### src/rtl/ga_pkg.sv
// Shared types, constants and helpers for the genetic-algorithm engine.
`ifndef GA_PKG_MACROS
`define GA_PKG_MACROS
`define GA_GENE_T(W) logic [(W)-1:0]
`define GA_CHROM_T(W, L) logic [(L)-1:0][(W)-1:0]
`endif

package ga_pkg;

  typedef enum logic [3:0] {
    StIdle, StInit, StEval, StSelect, StCross, StMutate, StReplace, StCheck, StDone
  } ga_state_e;

  localparam logic [31:0] LfsrMask    = 32'h8020_0003;
  localparam logic [31:0] DefaultSeed = 32'hACE1_2357;
  // Widest chromosome the match counter supports.
  localparam int unsigned MaxLen      = 64;

  // One right-shift Galois step.
  function automatic logic [31:0] lfsr_step(input logic [31:0] s);
    return s[0] ? ((s >> 1) ^ LfsrMask) : (s >> 1);
  endfunction

  // Number of set bits in a per-gene match vector.
  function automatic int unsigned match_count(input logic [MaxLen-1:0] m);
    int unsigned n;
    n = 0;
    for (int k = 0; k < MaxLen; k++) n += 32'(m[k]);
    return n;
  endfunction

  function automatic logic [6:0] fit_percent(input int unsigned fit, input int unsigned len);
    return 7'((fit * 100) / len);
  endfunction

endpackage

### src/rtl/ga_lfsr.sv
// 32-bit Galois LFSR with synchronous load and optional double step.
module ga_lfsr import ga_pkg::*; #(
  parameter int unsigned LoW = 8
) (
  input  logic          clk,
  input  logic          rst,
  input  logic          load,
  input  logic [31:0]   seed,
  input  logic          en,
  input  logic          dbl,
  output logic [31:0]   value,
  output logic [7:0]    peek_hi,
  output logic [LoW-1:0] peek_lo
);

  logic [31:0] lfsr_q;
  logic [31:0] step1;

  assign step1   = lfsr_step(lfsr_q);
  assign value   = lfsr_q;
  assign peek_hi = step1[31:24];
  assign peek_lo = step1[LoW-1:0];

  // Load has priority; dbl advances two steps so two draws fit in one cycle.
  always_ff @(posedge clk or posedge rst) begin
    if (rst) begin
      lfsr_q <= seed;
    end else if (load) begin
      lfsr_q <= seed;
    end else if (en) begin
      lfsr_q <= dbl ? lfsr_step(step1) : step1;
    end
  end

endmodule

### src/rtl/ga_engine.sv
// Genetic-algorithm search engine: init, evaluate, then select/cross/mutate/replace per generation.
module ga_engine import ga_pkg::*; #(
  parameter int unsigned POP    = 8,
  parameter int unsigned LEN    = 12,
  parameter int unsigned GENE_W = 8,
  parameter logic [31:0] SEED   = DefaultSeed,
  localparam int unsigned FW    = $clog2(LEN + 1)
) (
  input  logic                    clk,
  input  logic                    rst,
  input  logic                    start,
  input  logic [LEN*GENE_W-1:0]   target_i,
  input  logic [7:0]              mut_thresh,
  input  logic [15:0]             max_gen,
  output logic                    busy,
  output logic                    done,
  output logic                    success,
  output logic [LEN*GENE_W-1:0]   best_o,
  output logic [FW-1:0]           best_fit,
  output logic [6:0]              fitness_percent,
  output logic [15:0]             gen_count
);

  localparam int unsigned IW = $clog2(POP);
  localparam int unsigned GW = (LEN > 2) ? $clog2(LEN) : 1;

  typedef `GA_GENE_T(GENE_W) gene_t;
  typedef `GA_CHROM_T(GENE_W, LEN) chrom_t;

  ga_state_e state_q, state_d;

  logic [IW-1:0] ind_q, p0_q, p1_q, worst_q, wi, max_i;
  logic [GW-1:0] gene_q;
  logic          side_q, p1_vld_q, success_q;
  logic [FW-1:0] f0_q, f1_q, worst_f_q, best_fit_q, wf, max_f, new_best_fit;
  logic [FW-1:0] eval_fit, cur_fit, c0_fit, c1_fit, child_fit;
  logic [7:0]    thresh_q, mb1;
  logic [15:0]   max_gen_q, gen_q, gen_inc;
  logic [31:0]   lfsr_val, cut;
  gene_t         rg1;
  chrom_t        target_q, best_q, child0_q, child1_q;
  chrom_t        pop_q [POP];
  logic [FW-1:0] fit_q [POP];
  logic          start_ok, last_ind, last_gene, mutating;

  function automatic logic [FW-1:0] fit_of(input chrom_t c, input chrom_t t);
    logic [MaxLen-1:0] m;
    m = '0;
    for (int k = 0; k < LEN; k++) m[k] = (c[k] == t[k]);
    return FW'(match_count(m));
  endfunction

  assign busy      = !(state_q == StIdle || state_q == StDone);
  assign done      = (state_q == StDone);
  assign start_ok  = start && !busy;
  assign last_ind  = (ind_q == IW'(POP - 1));
  assign last_gene = (gene_q == GW'(LEN - 1));
  assign mutating  = (state_q == StMutate);

  assign success         = success_q;
  assign best_o          = best_q;
  assign best_fit        = best_fit_q;
  assign gen_count       = gen_q;
  assign fitness_percent = fit_percent(32'(best_fit_q), LEN);

  ga_lfsr #(.LoW(GENE_W)) u_lfsr (
    .clk     (clk),
    .rst     (rst),
    .load    (start_ok),
    .seed    (SEED),
    .en      (busy),
    .dbl     (mutating),
    .value   (lfsr_val),
    .peek_hi (mb1),
    .peek_lo (rg1)
  );

  assign eval_fit  = fit_of(pop_q[ind_q], target_q);
  assign cur_fit   = fit_q[ind_q];
  assign c0_fit    = fit_of(child0_q, target_q);
  assign c1_fit    = fit_of(child1_q, target_q);
  assign child_fit = side_q ? c1_fit : c0_fit;
  assign cut       = 32'd1 + (lfsr_val % 32'(LEN - 1));
  assign gen_inc   = (gen_q == 16'hFFFF) ? gen_q : gen_q + 16'd1;
  assign new_best_fit = (max_f > best_fit_q) ? max_f : best_fit_q;

  // Running worst of the replace scan, including the individual under the cursor.
  always_comb begin
    wi = worst_q;
    wf = worst_f_q;
    if (ind_q == '0 || cur_fit < worst_f_q) begin
      wi = ind_q;
      wf = cur_fit;
    end
  end

  // Population maximum; strict compare keeps the lowest index on ties.
  always_comb begin
    max_i = '0;
    max_f = fit_q[0];
    for (int i = 1; i < POP; i++) begin
      if (fit_q[i] > max_f) begin
        max_i = IW'(i);
        max_f = fit_q[i];
      end
    end
  end

  // Next-state logic.
  always_comb begin
    state_d = state_q;
    unique case (state_q)
      StIdle, StDone: if (start_ok) state_d = StInit;
      StInit:         if (last_ind && last_gene) state_d = StEval;
      StEval:         if (last_ind) state_d = StSelect;
      StSelect:       if (last_ind) state_d = StCross;
      StCross:        state_d = StMutate;
      StMutate:       if (last_gene) state_d = StReplace;
      StReplace:      if (last_ind && side_q) state_d = StCheck;
      StCheck: begin
        if (new_best_fit == FW'(LEN)) state_d = StDone;
        else if (max_gen_q != 16'd0 && gen_inc == max_gen_q) state_d = StDone;
        else state_d = StSelect;
      end
      default:        state_d = StIdle;
    endcase
  end

  // State register.
  always_ff @(posedge clk or posedge rst) begin
    if (rst) state_q <= StIdle;
    else     state_q <= state_d;
  end

  // Control counters, parent selection and result registers.
  always_ff @(posedge clk or posedge rst) begin
    if (rst) begin
      ind_q <= '0; gene_q <= '0; side_q <= 1'b0;
      p0_q <= '0; p1_q <= '0; f0_q <= '0; f1_q <= '0; p1_vld_q <= 1'b0;
      worst_q <= '0; worst_f_q <= '0;
      target_q <= '0; thresh_q <= '0; max_gen_q <= '0;
      gen_q <= '0; best_q <= '0; best_fit_q <= '0; success_q <= 1'b0;
    end else begin
      if (start_ok) begin
        target_q <= target_i; thresh_q <= mut_thresh; max_gen_q <= max_gen;
        gen_q <= '0; best_q <= '0; best_fit_q <= '0; success_q <= 1'b0;
        ind_q <= '0; gene_q <= '0; side_q <= 1'b0;
      end
      case (state_q)
        StInit: begin
          if (last_gene) begin
            gene_q <= '0;
            ind_q  <= last_ind ? '0 : ind_q + 1'b1;
          end else begin
            gene_q <= gene_q + 1'b1;
          end
        end
        StEval: ind_q <= last_ind ? '0 : ind_q + 1'b1;
        StSelect: begin
          ind_q <= last_ind ? '0 : ind_q + 1'b1;
          if (ind_q == '0) begin
            p0_q <= ind_q; f0_q <= cur_fit; p1_vld_q <= 1'b0;
          end else if (cur_fit > f0_q) begin
            p1_q <= p0_q; f1_q <= f0_q; p1_vld_q <= 1'b1;
            p0_q <= ind_q; f0_q <= cur_fit;
          end else if (!p1_vld_q || cur_fit > f1_q) begin
            p1_q <= ind_q; f1_q <= cur_fit; p1_vld_q <= 1'b1;
          end
        end
        StMutate: gene_q <= last_gene ? '0 : gene_q + 1'b1;
        StReplace: begin
          worst_q <= wi;
          worst_f_q <= wf;
          if (last_ind) begin
            ind_q  <= '0;
            side_q <= ~side_q;
          end else begin
            ind_q <= ind_q + 1'b1;
          end
        end
        StCheck: begin
          gen_q <= gen_inc;
          if (max_f > best_fit_q) begin
            best_q     <= pop_q[max_i];
            best_fit_q <= max_f;
          end
          if (new_best_fit == FW'(LEN)) success_q <= 1'b1;
        end
        default: ;
      endcase
    end
  end

  // Population, fitness table and children; contents are don't-care after reset.
  always_ff @(posedge clk) begin
    case (state_q)
      StInit: pop_q[ind_q][gene_q] <= lfsr_val[GENE_W-1:0];
      StEval: fit_q[ind_q] <= eval_fit;
      StCross: begin
        for (int j = 0; j < LEN; j++) begin
          child0_q[j] <= (32'(j) < cut) ? pop_q[p0_q][j] : pop_q[p1_q][j];
          child1_q[j] <= (32'(j) < cut) ? pop_q[p1_q][j] : pop_q[p0_q][j];
        end
      end
      StMutate: begin
        if (lfsr_val[31:24] < thresh_q) child0_q[gene_q] <= lfsr_val[GENE_W-1:0];
        if (mb1 < thresh_q) child1_q[gene_q] <= rg1;
      end
      StReplace: begin
        if (last_ind && child_fit > wf) begin
          pop_q[wi] <= side_q ? child1_q : child0_q;
          fit_q[wi] <= child_fit;
        end
      end
      default: ;
    endcase
  end

endmodule

### config.mk
export PLATFORM = sky130hd
export DESIGN_NAME = ga_engine
export DESIGN_NICKNAME = d
export VERILOG_FILES = /design/src/rtl/ga_pkg.sv /design/src/rtl/ga_lfsr.sv /design/src/rtl/ga_engine.sv
export SDC_FILE = /design/constraint.sdc
export NUM_CORES = 2
export LEC_CHECK = 0
export BUFFER_PORTS_ARGS = -buffer_cell sky130_fd_sc_hd__buf_4
export CAP_MARGIN = 30
export CORE_ASPECT_RATIO = 1.1
export CORE_MARGIN = 2
export CORE_UTILIZATION = 37
export DETAILED_ROUTE_END_ITERATION = 8
export SYNTH_ARGS = -nofsm -noshare
export SYNTH_HDL_FRONTEND = slang
export SYNTH_SLANG_ARGS = --single-unit
### constraint.sdc
create_clock -name clk -period 21 [get_ports clk]
set_input_delay 2.1 -clock clk [delete_from_list [all_inputs] [get_ports clk]]
set_output_delay 2.1 -clock clk [all_outputs]
set_load 0.005 [all_outputs]
==> metrics.md <==
| Metric | Value |
|---|---|
| Status | completed |
| Commonest non-fill, non-tap cell in the layout | nand2_1 |
| Endpoints failing setup | 0 |
| CP arrival | about 20 ns |
| DPL Wire Length | between 200 and 250 mm |
| Clock Root Buffer | clkbuf_16 |
| Critical path endpoint category | register |
| Synth Instances | roughly 8300 |
| Yosys cell types | around 130 |
| Starting density of the core | 37.25% |
| # IOs | roughly 250 |
| Core area | between 200000 and 250000 um2 |
| Rel. slew slack | 22.81% |
| TNS Setup | 0 ns |
| CP most frequent cell | a21oi_1 |
| H-tree depth | 4 |
| Final instance area | between 90000 and 100000 um2 |
| Placer Congestion | about 0.9 |
| Nets | about 8500 |
| CTS tree | yes |
| CP max FO | 47 |
| CTS buffer count | roughly 150 |
| Number of flops mapped to enable cells by yosys | ~1000 |
| Die Ht | 515.3 um |
| CTS Buffer Depth | 3 |
| Total Wirelength | around 330 mm |
| Gates resized, CTS repair | 0 |
| Hold crit path type | register to register |
| Area after DPL | 93150 um2 |
| Routed len/inst | between 20 and 30 um |
| Final Hold Fails | 0 |
| Commonest cells after routing, fill and taps aside | nand2_1, edfxtp_1, mux4_2 |
| Antenna violations before repair | 11 |
| Share of cells above drive strength 1 | a little under a fifth |
| Ys async rst share | between 20% and 30% |
| Post-Syn Nets | 8599 |
| Crit Path Category | register to register |
| Cell taking the most area after synthesis | edfxtp_1 |
| Clk pin slew, worst setup/hold paths | approximately 0.06 ns |
| Post-route ant nets | 0 |
| Num rows | approximately 190 |
| Drt drc | 0 |
| Period utilization | between 90% and 100% |
| Tightest Pin Transition | 1.155 ns |
| Area grow syn2layout | 12.20% |
| First-pass GRT wire length | about 480 mm |
| Worst Skew | about 0.046 ns |
| Syn Area/Cell | around 11 um2 |
| Fmax | roughly 50 MHz |
| Register area share after synthesis | a little over two fifths |
| RSZ-0062 raised after global routing | no |
| Final core utilization | a little over two fifths |
| Worst Path Required | between 20 and 25 ns |
| Pin count of the biggest net entering global routing | roughly 170 |
| Max incr delay on CP | between 0.8 and 0.9 ns |
| DRT Pass-1 Iters | 7 |
| Vias in the first global route | 72500 |
| Startpoint types | register |
| DR vias | about 75000 |
| Period minus WS final | approximately 20 ns |
| Die area | between 200000 and 250000 um2 |
| Gr ovfl total | 0 |
| GRT Total Usage | between 20% and 30% |
| Clock sinks | roughly 1300 |
| Top_reg_cell synth | edfxtp_1 |
| 1st-iter DRT viols | 10010 |
| DR vias/cell | 6.480 |
| Share of the synthesized area in the top cell type | 33.87% |
| Placed Cells | about 11000 |
| Synth Warn # | 0 |
| Setup repair bufs after CTS | 0 |
| Post-synthesis register bit count | around 1300 |
| Final Max Slew Viols | 0 |
| Synth area leaders | edfxtp_1, mux4_2, dfrtp_1 |
| Max Cap Viol | 0 |
| Number of port buffers | around 250 |
| CTS Hold Buffers Added | 0 |
| Die width | approximately 470 um |
| Mapped cell area | between 80000 and 90000 um2 |
| Worst-Skew Late Latency | about 0.84 ns |
| Finished Layout Cells | ~12000 |
| Critical path's slowest cell | dfstp_2 |
[registers in the layout, indices dropped and copies added (netlist names), 3 cells and up]
register / flops
state_q: 4
max_gen_q: 16
f0_q: 4
child0_q: 96
f1_q: 4
u_lfsr.value: 32
gene_q: 4
target_q: 96
child1_q: 96
pop_q: 768
ind_q: 3
best_o: 96
fit_q: 32
p1_q: 3
worst_q: 3
thresh_q: 8
p0_q: 3
best_fit: 4
gen_count: 16
worst_f_q: 4
[worst paths after layout]
path / from / end / slack (ns) / cells after the start
hold reg to reg: f1_q[2] / f1_q[2] / 0.48 / 2
setup reg to reg: u_lfsr.value[27] / child1_q[27] / 1.38 / 59
min in group asynchronous: rst / best_fit[3] / 1.42 / 2
max in group asynchronous: rst / best_o[62] / 17.49 / 4
setup / recovery: u_lfsr.value[27] / child1_q[27] / 1.38 / 59
hold / removal: f1_q[2] / f1_q[2] / 0.48 / 2
[stage by stage]
stage,worst slack [ns],hold slack [ns]
detailed placement,1.365,0.4731
global route,0.06496,0.5058
floorplan,5.741,0.4474
global placement,1.421,0.4625
CTS,1.277,0.4854
finish,1.379,0.4789
[cell usage after synthesis (76+ instances only)]
master    instances
inv_1           128
nand2_1        1583
a21oi_1         439
nor4_1           83
nor3_1          123
nor2_1          354
edfxtp_1        992
xor2_1          225
a311oi_1        127
a31oi_1         162
o21ai_0         296
nand3_1         457
clkbuf_1        494
xnor2_1         144
ha_1            108
and3_1          149
dfrtp_1         287
buf_1           123
mux2i_1         329
mux4_2          586
nand2b_1        101
buf_2            76
[critical path: cells and delay by family (launching register included)]
kind / cells / cell delay, ns
simple gates: 22 / 8.05
buf+inv: 4 / 1.03
mux: 2 / 0.48
xor+xnor: 2 / 0.30
flops: 1 / 0.84
fa+ha+maj: 2 / 0.54
compound gates: 27 / 7.95
[layout make-up]
type	instances	area (um2)
Multi-Input combinational cell	6211	47440
Inverter	133	506.7
Timing Repair Buffer	486	4202
Sequential cell	1295	37430
Fill cell	22040	137400
Antenna cell	1	2.502
Clock buffer	210	4374
Clock inverter	74	814.5
Tap cell	3118	3901
[routing by layer]
metal  global-route usage (%)  wire length [um]  share of wire, %  vias to the layer above
li1                         -                 -                 -                    31570
met1                    34.14            123800                38                    37300
met2                    41.15            149400                46                     4856
met3                    5.884             36380                11                      968
met4                    13.41             18070               5.5                        6
met5                        0                41             0.013                        -
[logic make-up after synthesis]
logic type | count (synthesis) | share of synthesized area, %
AND/OR/NAND/NOR | 3112 | 16.02
AO/OA/AOI/OAI | 1618 | 12.35
flip-flops | 1295 | 42.52
multiplexers | 975 | 19.52
buffers and inverters | 840 | 3.779
XOR/XNOR | 372 | 3.730
adder cells (fa/ha/maj) | 134 | 2.083
Power is not shown: default switching activity piles up to over one toggle a cycle in this logic, so the estimate is an artifact.
